==> src/rtl/branch_resolve_unit.sv <==
// EX-stage branch/jump resolution with a 2-bit saturating-counter BHT.
// Define BRU_PERF_CNT_EN to build the branch/mispredict perf counters.
module branch_resolve_unit #(
  parameter int unsigned XLEN      = 32,
  parameter int unsigned BHT_DEPTH = 64,
  parameter logic [1:0]  BHT_INIT  = 2'b01
) (
  input  logic            clk,
  input  logic            rst,
  input  logic [XLEN-1:0] if_pc,
  output logic            if_pred_taken,
  input  logic            ex_valid,
  input  logic            ex_stall,
  input  logic            ex_jump,
  input  logic            ex_branch,
  input  logic [2:0]      ex_funct3,
  input  logic [XLEN-1:0] ex_rs1,
  input  logic [XLEN-1:0] ex_rs2,
  input  logic [XLEN-1:0] ex_pc,
  input  logic [XLEN-1:0] ex_target,
  input  logic            ex_pred_taken,
  output logic            pc_src,
  output logic [XLEN-1:0] redirect_pc,
  output logic            flush,
  output logic [31:0]     perf_branches,
  output logic [31:0]     perf_mispredicts
);

  localparam int unsigned IDX_W = $clog2(BHT_DEPTH);

  logic [1:0]       bht_q [BHT_DEPTH];
  logic [1:0]       bht_d;
  logic [1:0]       bht_old;
  logic [IDX_W-1:0] rd_idx;
  logic [IDX_W-1:0] wr_idx;
  logic             cond;
  logic             taken;
  logic             act;
  logic             train;
  logic             mispred;
  logic             unused_pc_bits;

  assign rd_idx = if_pc[IDX_W+1:2];
  assign wr_idx = ex_pc[IDX_W+1:2];
  assign unused_pc_bits = ^{if_pc[XLEN-1:IDX_W+2], if_pc[1:0]};

  always_comb begin
    cond = 1'b0;
    unique case (ex_funct3)
      3'b000:  cond = (ex_rs1 == ex_rs2);
      3'b001:  cond = (ex_rs1 != ex_rs2);
      3'b100:  cond = ($signed(ex_rs1) < $signed(ex_rs2));
      3'b101:  cond = ($signed(ex_rs1) >= $signed(ex_rs2));
      3'b110:  cond = (ex_rs1 < ex_rs2);
      3'b111:  cond = (ex_rs1 >= ex_rs2);
      default: cond = 1'b0;
    endcase
  end

  assign taken   = ex_jump | (ex_branch & cond);
  assign act     = ex_valid & ~ex_stall & (ex_jump | ex_branch);
  assign train   = act & ex_branch;
  assign mispred = act & (taken != ex_pred_taken);

  // Reset gates the redirect combinationally so it drops the moment rst rises
  assign pc_src      = ~rst & mispred;
  assign flush       = pc_src;
  assign redirect_pc = !pc_src ? '0
                     : taken   ? ex_target
                     :           ex_pc + XLEN'(4);

  assign if_pred_taken = rst ? BHT_INIT[1] : bht_q[rd_idx][1];

  assign bht_old = bht_q[wr_idx];

  always_comb begin
    bht_d = bht_old;
    if (taken) begin
      if (bht_old != 2'b11) bht_d = bht_old + 2'b01;
    end else begin
      if (bht_old != 2'b00) bht_d = bht_old - 2'b01;
    end
  end

  always_ff @(posedge clk or posedge rst) begin
    if (rst) begin
      for (int i = 0; i < int'(BHT_DEPTH); i++) begin
        bht_q[i] <= BHT_INIT;
      end
    end else if (train) begin
      bht_q[wr_idx] <= bht_d;
    end
  end

`ifdef BRU_PERF_CNT_EN
  logic [31:0] br_cnt_q, br_cnt_d;
  logic [31:0] mp_cnt_q, mp_cnt_d;

  assign br_cnt_d = br_cnt_q + 32'(train);
  assign mp_cnt_d = mp_cnt_q + 32'(pc_src);

  always_ff @(posedge clk or posedge rst) begin
    if (rst) begin
      br_cnt_q <= '0;
      mp_cnt_q <= '0;
    end else begin
      br_cnt_q <= br_cnt_d;
      mp_cnt_q <= mp_cnt_d;
    end
  end

  assign perf_branches    = rst ? '0 : br_cnt_q;
  assign perf_mispredicts = rst ? '0 : mp_cnt_q;
`else
  assign perf_branches    = '0;
  assign perf_mispredicts = '0;
`endif

endmodule

==> config.mk <==
export PLATFORM = sky130hd
export DESIGN_NAME = branch_resolve_unit
export DESIGN_NICKNAME = d
export VERILOG_FILES = /design/src/rtl/branch_resolve_unit.sv
export SDC_FILE = /design/constraint.sdc
export NUM_CORES = 1
export LEC_CHECK = 0
export BUFFER_PORTS_ARGS = -buffer_cell sky130_fd_sc_hd__buf_2
export CAP_MARGIN = 20
export CORE_AREA = 4 4 133 135
export DETAILED_ROUTE_END_ITERATION = 10
export DIE_AREA = 0 0 137 139
export GPL_TIMING_DRIVEN = 0
export PLACE_DENSITY = 0.88
export SLEW_MARGIN = 20
export SYNTH_ARGS = -nofsm -noshare
export SYNTH_HDL_FRONTEND = slang
export SYNTH_SLANG_ARGS = --single-unit
==> constraint.sdc <==
create_clock -name clk -period 9.69 [get_ports clk]
set_input_delay 0.969 -clock clk [delete_from_list [all_inputs] [get_ports clk]]
set_output_delay 0.969 -clock clk [all_outputs]
set_load 0.02 [all_outputs]
======== Word-level counts from Yosys, hierarchy flattened ========
Index checks and enable logic that the tools add are counted.
word-level totals
  register bits after elaboration ......... 128
  logic and storage cells ................. 114
operators by class
  add/sub/neg operators ................... 3
  magnitude comparators ................... 7
  eq/ne operators ......................... 9
  mux-type cells .......................... 16
  bitwise operators ....................... 12
  reduce and logical (&&, ||, !) cells .... 3
operators by type and width
  kind                                                                  number
  128-bit bitwise mux                                                   1
  32-bit greater-or-equal comparator                                    2
  32-bit < comparator                                                   2
  32-bit 2-to-1 mux                                                     2
  32-bit by 3-bit adder with 32-bit output, second input constant       1
  32-bit == test                                                        1
  32-bit inequality test                                                1
  2-bit binary-select mux with 6-bit select                             2
  2-bit 2-to-1 mux                                                      8
  7-bit greater-or-equal comparator, second input constant              2
  6-bit inverter with 7-bit output                                      2
  2-bit demux with 6-bit select                                         1
  3-bit == test, second input constant                                  4
  7-bit by 1-bit < comparator with 1-bit output, second input constant  1
  1-bit bitwise AND                                                     6
  1-bit one-hot mux with 6 select lines                                 1
  3-bit by 1-bit == test with 1-bit output, second input constant       1
  3-bit logical NOT                                                     1
  2-bit by 1-bit adder with 2-bit output, second input constant         1
  2-bit inequality test, second input constant                          1
  1-bit inverter                                                        2
  1-bit OR                                                              2
  2-bit nonzero test                                                    1
  2-bit by 1-bit subtractor with 2-bit output, second input constant    1
  other kinds (3)                                                       3

======== Depth between registers and ports, before layout ========
  depth after elaboration ................. 8
  gate-level depth with buffers ........... 12
  mapped depth without buffers ............ 10

======== Worst setup path before layout ========
Ideal clock, no wire load.
  kind .................................... input port to output port
  start point ............................. in rst
  end point ............................... out if_pred_taken
  arrival time ............................ 4.033 ns
  required time ........................... 8.721 ns
  path slack .............................. 4.688 ns
  stages on the path ...................... 2
  cell sequence ........................... inv_1 -> and2_1
between the ends
  cells in the longest elaborated chain, start to end .. 1
RTL lines
  what              line  source
  start, declared   9     input logic rst,
  1-bit 2-to-1 mux  72    assign if_pred_taken = rst ? BHT_INIT[1] : bht_q[rd_idx][1];
  end, declared     11    output logic if_pred_taken,
Every way passes these cells.

======== Worst setup path in the final report ========
  start point ............................. in ex_rs2[14]
  end point ............................... out redirect_pc[27]
between the ends
  cells in the longest elaborated chain, start to end .. 8
  elaborated cells on any way between the ends .. 14
  those cells by class .................... 4 x order compare; 3 x eq/ne; 3 x mux; 4 x bitwise
RTL lines
  what                                                              line  source
  start, declared                                                   18    input logic [XLEN-1:0] ex_rs2,
  32-bit greater-or-equal comparator, or another cell as far along  55    3'b111: cond = (ex_rs1 >= ex_rs2);
  1-bit one-hot mux with 6 select lines *                           49    unique case (ex_funct3)
  1-bit bitwise AND *                                               60    assign taken = ex_jump | (ex_branch & cond);
  1-bit OR *                                                        60
  1-bit inequality test                                             63    assign mispred = act & (taken != ex_pred_taken);
  1-bit bitwise AND                                                 63
  1-bit bitwise AND                                                 66    assign pc_src = ~rst & mispred;
  32-bit 2-to-1 mux *                                               68    assign redirect_pc = !pc_src ? '0
  end, declared                                                     23    output logic [XLEN-1:0] redirect_pc,
Mark *: on every way between the ends. The rest lies on a longest branch, timed or not.

==> flow_summary.yaml <==
routing:
  first_iter_violations: 925
  drc_errors: 0
  dr.pass1.iters: 6
  via_count: 8988
  routed_wl_um: 31100
  viasPerCell: 5.806
  ant_nets: 0
  wl_per_cell_um: 20.09
min_path:
  min_path_type: "register to register"
  min_to: "bht_q[84]$_DFFE_PP1P_"
  min_delay_path_depth: 2
  min_from: "bht_q[84]$_DFFE_PP1P_"
die:
  start_util_pct: 56.92
  die_h_um: 139
  rows: 47
  core_mm2: 0.01647
  die_x_um: 137
  dieArea_mm2: 0.01904
  ioPinCount: 269
placement:
  gp_congestion: 0.9460
  portBuffers: 175
  dp.cells: 1515
  dpl.hpwl_um: 23570
synthesis:
  syn_area_mm2: 0.009373
  synthArstFlopShare_pct: 100.0
  postSynthCellCount: 1054
  synth_top_area_share_pct: 17.94
  synth_area_leaders: "dfstp_2 18%, dfrtp_1 17%, nand2_1 11%"
  yosysTopAreaCell: "dfstp_2"
  synth_ff_type: "dfstp_2"
  avgSynthCellArea_um2: 8.893
  synth_cell_types: 61
  synth.ff_latch_count: 128
  ys.warnings.count: 0
  ys_seq_area_share_pct: 35.03
  synth_edf_count: 0
critical_path:
  regToRegEndpoint: "bht_q[7]$_DFFE_PP0P_"
  r2r_cells: 9
  worstSetupEndpointType: "primary output"
  rr_startpoint: "bht_q[21]$_DFFE_PP0P_"
  regToRegSetupSlack_ns: 6.62
  cp.arrival_ns: 4.64
  crit_path_start_kind: "primary input"
  criticalPathCategory: "primary input to primary output"
  worstPathRequired_ns: 8.72
  worstPathMaxFanout: 10
clock_network:
  cts_buffers: 17
  clk_transition_reported_paths_ns: 0.05
  htreeDepth: 4
  ctsHoldBuffers: 0
  post_cts_resized: 0
  cts_setup_buffers: 0
  cts_tree: "built"
  root_buffer: "clkbuf_16"
  cts_buffer_depth: 2
  clkSinkCount: 128
  clk_latency_ns: 0.43
timing:
  tightest_slew_ns: 1.181
  max_freq_mhz: 178.4
  hold_viol: 0
  setup_viol: 0
  clock_skew_ns: 0.009200
  tns_ns: 0
  slew_viol_final: 0
  relSlewSlack_pct: 20.97
  min_period_ns: 5.606
  fin_crit_sh_pct: 57.86
  rsz0062_at_grt: "false"
power_and_ir_drop:
  netSwitchingFraction_pct: 27.15
  p_int_mw: 1.166
  p_clk_share_pct: 45.2
  powerDensity_mw_per_mm2: 139.1
  comb_power_share_pct: 18.8
  p_switching_mw: 0.4345
  power_frac_seq_pct: 36.0
  p_leak_nw: 5.202
  peakVddDrop_v: 0.0001623
global_routing:
  antenna_found_initial: 3
  grt_pass1_vias: 8815
  grt-ovfl-total: 0
  grt_start_max_net_pins: 69
  grt_pass1_wl_um: 47510
  grt_util_all_layers_pct: 32.34
layout:
  largest_register: "bht_q"
  fin_nets: 1517
  syn2layout_area_growth_pct: 22.73
  fill_cells: 1288
  drive_above_1_share_pct: 36.77
  top_regs: "bht_q (128)"
  largest_reg_flops: 128
  final_cells: 1548
run_status:
  status: "complete, no violations"
job:
  drv_cap: 0
-- cell usage in the layout (no fill, tap or decap), types with 4 or more instances in the layout --
master and count:
nand4_1 18, nor2_1 28, o21ai_1 6, nand2b_1 4, conb_1 64, xnor2_1 18, buf_12 6, clkbuf_8 4
nor4_1 4, buf_4 79, inv_1 36, clkbuf_16 17, nand2_1 264, nor2b_1 9, xor2_1 10, nor3_1 6
o21ai_0 110, mux2_2 9, buf_1 5, and3_1 6, o21ai_2 60, mux2i_1 19, nand3_1 53, buf_2 189
bufinv_16 5, clkbuf_1 11, mux4_2 34, ha_1 33, a21oi_1 24, dfrtp_1 64, dfstp_2 64
-- worst max-delay path: stages --
cell and delay, ns:
buf_2 0.07, inv_1 0.03, ha_1 0.31, nand4_1 0.17, nor4_1 0.60, a21oi_1 0.20, or4_1 0.53, a211o_1 0.30
nand3_1 0.24, buf_4 0.23, buf_2 0.23, nand3_1 0.09, o21ai_0 0.35, buf_2 0.30
-- logic make-up after synthesis --
kind of cell | Yosys count | share of synthesized area [%]
compound gates | 232 | 15.98
xor+xnor | 28 | 2.616
fa+ha+maj | 35 | 4.699
buf+inv | 154 | 10.63
flops | 128 | 35.03
mux | 63 | 11.56
other cells | 1 | 0.04001
simple gates | 413 | 19.45
-- layout make-up --
type | count | area [um^2] | share of cell area [%]
diodes | 1 | 2.502 | 0.02175
plain buffers | 116 | 853.3 | 7.418
flip-flops and latches | 128 | 3283 | 28.54
multi-input cells | 835 | 5355 | 46.55
repair buffers | 178 | 922.1 | 8.016
clock buffers | 22 | 484.2 | 4.209
inverters | 38 | 147.6 | 1.283
clock inverters | 10 | 180.2 | 1.566
well taps | 220 | 275.3 | 2.393
-- power by group through the flow --
stage	registers, mW	clock network [mW]	logic [mW]
final	0.576	0.723	0.301
after global placement	0.582	0	0.285
after floorplan	0.579	0	0.205
after global routing	0.578	0.749	0.324
after detailed placement	0.584	0	0.294
after CTS	0.576	0.723	0.296
-- per-layer routing --
layer	vias to the layer above	part of all wire, %	GRT usage, %
met1	4179	34	38.13
met5	-	0.042	0
met3	145	12	9.434
met2	568	48	52.36
met4	2	6.1	18.33
li1	4094	-	-
-- cell usage after synthesis, drive strengths merged (19+ instances only) --
master / instances
dfstp: 64
nand3: 53
inv: 38
mux2i: 19
mux4: 35
a21oi: 24
ha: 33
dfrtp: 64
buf: 104
nand2: 264
nor2: 28
o21ai: 176
-- per-stage QoR --
step	worst slack (ns)	util, %	hold WS, ns	total power, mW	cell area, um^2
finish	4.084	69.86	0.4679	1.600	11500
global route	3.948	69.86	0.4808	1.651	11500
CTS	4.213	69.82	0.4704	1.595	11500
detailed placement	4.236	65.78	0.4620	0.8776	10830
global placement	3.480	65.35	0.4583	0.8670	10760
floorplan	4.688	-	0.4521	0.7842	9609
-- worst max-delay path by stage --
| stage | from | endpoint | slack, ns | depth (start not counted) |
|---|---|---|---|---|
| after floorplan | rst | if_pred_taken | 4.69 | 2 |
| after global placement | rst | if_pred_taken | 3.48 | 4 |
| after detailed placement | ex_rs1[14] | redirect_pc[27] | 4.24 | 13 |
| after CTS | ex_rs1[14] | redirect_pc[27] | 4.21 | 13 |
| after global routing | ex_rs2[14] | redirect_pc[27] | 3.95 | 14 |
| final | ex_rs2[14] | redirect_pc[27] | 4.08 | 14 |
No activity file was read; power rests on OpenSTA's default activity.
